<file path="src/rtl/axis_loop_fifo_proc.sv">
// ---------------------------------------------------------------------------
// axis_loop_fifo_proc
//
// AXI-Stream loopback processor used as a bring-up / throughput target between
// the host link adapters. Inbound beats are transformed on write and buffered
// in a DEPTH-entry FIFO. They are then returned on the outbound stream in
// arrival order.
//
// The inbound ready depends only on FIFO fullness, so host back-pressure on the
// outbound side never stalls the input through a combinational path.
//
// Parameters
//   PROC_WIDTH_BYTES : stream width in bytes (data width = 8*PROC_WIDTH_BYTES)
//   DEPTH            : FIFO entries, power of two, >= 2
//   MODE             : 0 pass-through, 1 bitwise invert, 2 byte-order reverse
//   CNT_WIDTH        : width of the outbound beat counter
//
// Ports
//   clk           : clock, everything on the rising edge
//   arstn         : synchronous active-low reset, also gates both handshakes
//   s_axis_tdata  : inbound data
//   s_axis_tvalid : inbound valid
//   s_axis_tready : inbound ready (FIFO not full)
//   m_axis_tdata  : outbound data (head of FIFO, show-ahead)
//   m_axis_tvalid : outbound valid (FIFO not empty)
//   m_axis_tready : outbound ready
//   occupancy     : number of entries currently held
//   beat_count    : outbound beats accepted since reset, wraps
// ---------------------------------------------------------------------------
module axis_loop_fifo_proc #(
    parameter int PROC_WIDTH_BYTES = 1,
    parameter int DEPTH            = 4,
    parameter int MODE             = 0,
    parameter int CNT_WIDTH        = 32
) (
    input  logic                         clk,
    input  logic                         arstn,
    input  logic [8*PROC_WIDTH_BYTES-1:0] s_axis_tdata,
    input  logic                         s_axis_tvalid,
    output logic                         s_axis_tready,
    output logic [8*PROC_WIDTH_BYTES-1:0] m_axis_tdata,
    output logic                         m_axis_tvalid,
    input  logic                         m_axis_tready,
    output logic [$clog2(DEPTH+1)-1:0]   occupancy,
    output logic [CNT_WIDTH-1:0]         beat_count
);

    localparam int DATA_W = 8 * PROC_WIDTH_BYTES;
    localparam int PTR_W  = (DEPTH > 1) ? $clog2(DEPTH) : 1;
    localparam int OCC_W  = $clog2(DEPTH + 1);

    localparam logic [OCC_W-1:0] OCC_FULL  = OCC_W'(DEPTH);
    localparam logic [OCC_W-1:0] OCC_EMPTY = '0;

    // Reject configurations the pointer arithmetic and transform cannot handle.
    // Pointers rely on natural binary wrap, so DEPTH must be a power of two.
    generate
        if (DEPTH < 2 || (DEPTH & (DEPTH - 1)) != 0) begin : g_badDepth
            $error("axis_loop_fifo_proc: DEPTH must be a power of 2 and >= 2");
        end
        if (MODE < 0 || MODE > 2) begin : g_badMode
            $error("axis_loop_fifo_proc: MODE must be 0, 1 or 2");
        end
        if (PROC_WIDTH_BYTES < 1) begin : g_badWidth
            $error("axis_loop_fifo_proc: PROC_WIDTH_BYTES must be >= 1");
        end
    endgenerate

    logic [DATA_W-1:0] r_mem [DEPTH];
    logic [PTR_W-1:0]  r_wrPtr;
    logic [PTR_W-1:0]  r_rdPtr;
    logic [OCC_W-1:0]  r_occupancy;
    logic [CNT_WIDTH-1:0] r_beatCount;

    logic              w_push;
    logic              w_pop;
    logic              w_sReady;
    logic              w_mValid;
    logic [DATA_W-1:0] w_xformData;

    // The transform is fixed at elaboration and is applied on the write side.
    // The read path is then a plain memory read, and the outbound data holds
    // trivially while the head entry waits for m_axis_tready.
    generate
        if (MODE == 1) begin : g_invert
            assign w_xformData = ~s_axis_tdata;
        end else if (MODE == 2) begin : g_byteRev
            for (genvar k = 0; k < PROC_WIDTH_BYTES; k++) begin : g_byte
                assign w_xformData[8*k +: 8] =
                    s_axis_tdata[8*(PROC_WIDTH_BYTES-1-k) +: 8];
            end
        end else begin : g_pass
            assign w_xformData = s_axis_tdata;
        end
    endgenerate

    // Handshake qualifiers. Both readies and valids are forced low while reset
    // is asserted. This prevents a beat from being accepted or offered from a
    // FIFO that is about to be flushed.
    always_comb begin
        w_sReady = arstn && (r_occupancy != OCC_FULL);
        w_mValid = arstn && (r_occupancy != OCC_EMPTY);
        w_push   = s_axis_tvalid && w_sReady;
        w_pop    = w_mValid && m_axis_tready;
    end

    // Storage array. It has no reset because contents beyond the occupancy
    // window are never observed. Only the slot at the write pointer changes.
    always_ff @(posedge clk) begin
        if (w_push) begin
            r_mem[r_wrPtr] <= w_xformData;
        end
    end

    // Pointer, occupancy and counter state. A push and a pop in the same cycle
    // advance both pointers and leave the occupancy unchanged. An empty FIFO
    // never bypasses, so a new beat always appears one cycle after its push.
    always_ff @(posedge clk) begin
        if (!arstn) begin
            r_wrPtr     <= '0;
            r_rdPtr     <= '0;
            r_occupancy <= '0;
            r_beatCount <= '0;
        end else begin
            if (w_push) begin
                r_wrPtr <= r_wrPtr + PTR_W'(1);
            end
            if (w_pop) begin
                r_rdPtr     <= r_rdPtr + PTR_W'(1);
                r_beatCount <= r_beatCount + CNT_WIDTH'(1);
            end
            case ({w_push, w_pop})
                2'b10:   r_occupancy <= r_occupancy + OCC_W'(1);
                2'b01:   r_occupancy <= r_occupancy - OCC_W'(1);
                default: r_occupancy <= r_occupancy;
            endcase
        end
    end

    assign s_axis_tready = w_sReady;
    assign m_axis_tvalid = w_mValid;
    assign m_axis_tdata  = r_mem[r_rdPtr];
    assign occupancy     = r_occupancy;
    assign beat_count    = r_beatCount;

endmodule

</file>
<file path="config.mk">
export PLATFORM = sky130hd
export DESIGN_NAME = axis_loop_fifo_proc
export DESIGN_NICKNAME = d
export VERILOG_FILES = /design/src/rtl/axis_loop_fifo_proc.sv
export SDC_FILE = /design/constraint.sdc
export NUM_CORES = 1
export LEC_CHECK = 0
export ABC_AREA = 0
export BUFFER_PORTS_ARGS = -buffer_cell sky130_fd_sc_hd__clkbuf_2
export CAP_MARGIN = 20
export CORE_ASPECT_RATIO = 0.7
export CORE_MARGIN = 3
export CORE_UTILIZATION = 59
export CTS_CLUSTER_DIAMETER = 30
export DETAILED_ROUTE_END_ITERATION = 8
export PLACE_DENSITY = 0.92
export SLEW_MARGIN = 10
export SYNTH_ARGS = -nofsm -noshare
export SYNTH_HDL_FRONTEND = slang
export SYNTH_SLANG_ARGS = --single-unit
</file>
<file path="constraint.sdc">
create_clock -name clk -period 3 [get_ports clk]
set_input_delay 0.15 -clock clk [delete_from_list [all_inputs] [get_ports clk]]
set_output_delay 0.15 -clock clk [all_outputs]
set_load 0.005 [all_outputs]
</file>
==> impl_metrics.json <==
{
  "initialDrtViolationCount": 189,
  "fp.dieW_um": 92.3,
  "area.growth.synth_to_final_pct": 16.7,
  "drc": 0,
  "ys_types": 37,
  "critPathRequiredTime_ps": 3270,
  "run_status": "finished clean",
  "yosys_warnings": 0,
  "cts.hold.buffers_added": 0,
  "vdd_drop_max_mv": 0.316,
  "final_nets": 341,
  "floorplan.die_area_um2": 6130,
  "ctsRootBufferMaster": "sky130_fd_sc_hd__clkbuf_8",
  "via_count_of_the_first_global_routing_pass": 2252,
  "mostFrequentLayoutCells": "sky130_fd_sc_hd__clkbuf_2, sky130_fd_sc_hd__dfxtp_1, sky130_fd_sc_hd__nor2_1",
  "cts_num_sinks": 73,
  "via_count": 2263,
  "unrepaired_setup_endpoints_after_global_routing": "no",
  "maxSlewHeadroom_pct": 59.4,
  "layout.cells.most_common": "sky130_fd_sc_hd__clkbuf_2",
  "critical_path.startpoint_type": "flip-flop",
  "async_flop_share_pct": 0,
  "cts_htree_levels": 3,
  "globalplace.congestion": 0.826,
  "antenna_cells": 0,
  "max_clock_freq_mhz": 411,
  "crit_type": "reg2reg",
  "antenna_violations_before_repair": 0,
  "routed_wire_length_per_instance_um": 17.3,
  "crit_path_max_fanout": 6,
  "path_cells": "inv_1 > a31oi_1 > and2_1 > inv_1 > ha_1 > inv_1 > fa_1 > xor2_1 > or3_1 > a21oi_1",
  "ant_nets": 0,
  "cts_tree": "done",
  "floorplan.io_pins": 57,
  "critPathCaptureType": "flip-flop",
  "netlist_area_um2": 3080,
  "clock-skew-final_ps": 8.38,
  "std_cell_rows": 21,
  "cap_violations": 0,
  "crit_arrival_ps": 2710,
  "slew_viol_final": 0,
  "reg2reg_depth": 10,
  "die-height_um": 66.4,
  "wire_length_of_the_first_global_routing_pass_mm": 11.2,
  "worst_r2r_endpoint": "occupancy[2]",
  "port_buffers": 56,
  "place_hpwl_mm": 4.62,
  "floorplan.core_area_um2": 4910,
  "synth_enable_flop_cells": 32,
  "min_period_over_period_pct": 81.1,
  "synthCells": 263,
  "routed_wl_mm": 6.84,
  "hold_path_depth": 1,
  "timing_worst_slew_pin_value_ps": 606,
  "synth-seq-area-share_pct": 57.9,
  "timing.critical_path.max_delay_family": "simple AND/OR/NAND/NOR gates",
  "power.leakage_nw": 1.40,
  "synth_top_flop_cell": "sky130_fd_sc_hd__dfxtp_1",
  "floorplan.initialDensity_pct": 62.6,
  "track_usage_pct": 24.5,
  "classification_of_the_worst_slack_hold_path": "in2reg",
  "syn_avg_cell_area_um2": 11.7,
  "slowest_stage": "sky130_fd_sc_hd__dfxtp_1",
  "grt-ovfl-total": 0,
  "clk_path_buf_depth": 2,
  "drt-vias-per-instance": 5.71,
  "final_layout_size_suffix_gt1_share_pct": 25.7,
  "postSynthRegisterBits": 73,
  "critical_path.max_stage_delay_ps": 430,
  "cts_setup_buffers": 0,
  "clk_pin_slew_ps": 70,
  "power.total_mw": 1.93,
  "cp_buf_inv_count": 3,
  "hold_start": "s_axis_tdata[7]",
  "pwr_dens_nw_per_um2": 537,
  "numCtsBuffers": 9,
  "syn-num-nets": 282,
  "timing.critical_path.mode_cell": "sky130_fd_sc_hd__inv_1",
  "timing.reg2reg.setup_slack_ps": 570,
  "grt_start_max_net_pins": 37,
  "min_period_ps": 2430,
  "tns_ps": 0,
  "hold_viol": 0,
  "hold-path-endpoint": "r_mem[1][7]",
  "worst_r2r_start": "occupancy[0]",
  "setup_violations": 0,
  "fin_worst_hold_slack_ps": 27.5,
  "insertion_delay_ps": 340,
  "detail_route.first_pass.iterations": 6,
  "cts.repair.resized": 0
}
## per-layer routing
metal  vias to the layer above  part of all wire (%)  track usage, %
met5                         -                     0               0
met4                         0                   2.3            11.5
met3                        17                   8.6            8.30
met2                       112                    50            40.5
met1                      1070                    39            29.0
li1                       1064                     -               -
## flip-flops by register name, indices dropped and copies added (netlist names), named ones only
name,count
r_wrPtr,2
r_mem,32
occupancy,3
beat_count,32
r_rdPtr,2
## how the worst max path moves through the flow
stage	from	endpoint	cells after the start
global placement	occupancy[0]	occupancy[2]	10
global route	occupancy[0]	occupancy[2]	10
floorplan	occupancy[0]	occupancy[2]	10
detailed placement	occupancy[0]	occupancy[2]	10
CTS	occupancy[0]	occupancy[2]	10
finish	occupancy[0]	occupancy[2]	10
## cell families after synthesis
group,Yosys count,share of synthesized area (%)
flip-flops,73,57.9
multiplexers,9,6.18
AND/OR/NAND/NOR,105,18.1
AO/OA/AOI/OAI,20,3.82
XOR/XNOR,28,7.97
buffers and inverters,21,2.89
adder cells (fa/ha/maj),7,3.09
## cell type report
type	count	area, um2
Sequential cell	73	1780
Clock inverter	4	45.0
Clock buffer	12	135
Inverter	11	41.3
Timing Repair Buffer	58	295
Tap cell	69	86.3
Fill cell	332	1320
Multi-Input combinational cell	169	1210
## per-stage QoR
stage | cell area, um2 | util [%] | worst slack (ps) | cells
final | 3590 | 73.1 | 567 | 396
after global routing | 3590 | 73.1 | 381 | 396
after CTS | 3590 | 73.1 | 585 | 396
after detailed placement | 3410 | 69.4 | 737 | 380
after global placement | 3410 | 69.4 | 890 | 380
after floorplan | 3080 | - | 909 | 263
## cells in the mapped netlist (7+ instances only)
cell type	instances	area, um2
sky130_fd_sc_hd__nand3_1	8	40.0
sky130_fd_sc_hd__mux4_2	8	180
sky130_fd_sc_hd__a21oi_1	7	35.0
sky130_fd_sc_hd__edfxtp_1	32	961
sky130_fd_sc_hd__nand4_1	13	81.3
sky130_fd_sc_hd__nor2_1	35	131
sky130_fd_sc_hd__dfxtp_1	41	821
sky130_fd_sc_hd__and3_1	8	50.1
sky130_fd_sc_hd__inv_1	10	37.5
sky130_fd_sc_hd__nand2_1	16	60.1
sky130_fd_sc_hd__xnor2_1	9	78.8
sky130_fd_sc_hd__xor2_1	19	166
## report_power, final
group / total (mW) / switching (mW) / internal (mW) / leakage (nW)
registers: 1.08 / 0.0227 / 1.06 / 0.622
clock network: 0.719 / 0.338 / 0.381 / 0.0941
logic: 0.128 / 0.0715 / 0.0565 / 0.679
Note: power is estimated with default switching activity, not from simulation.
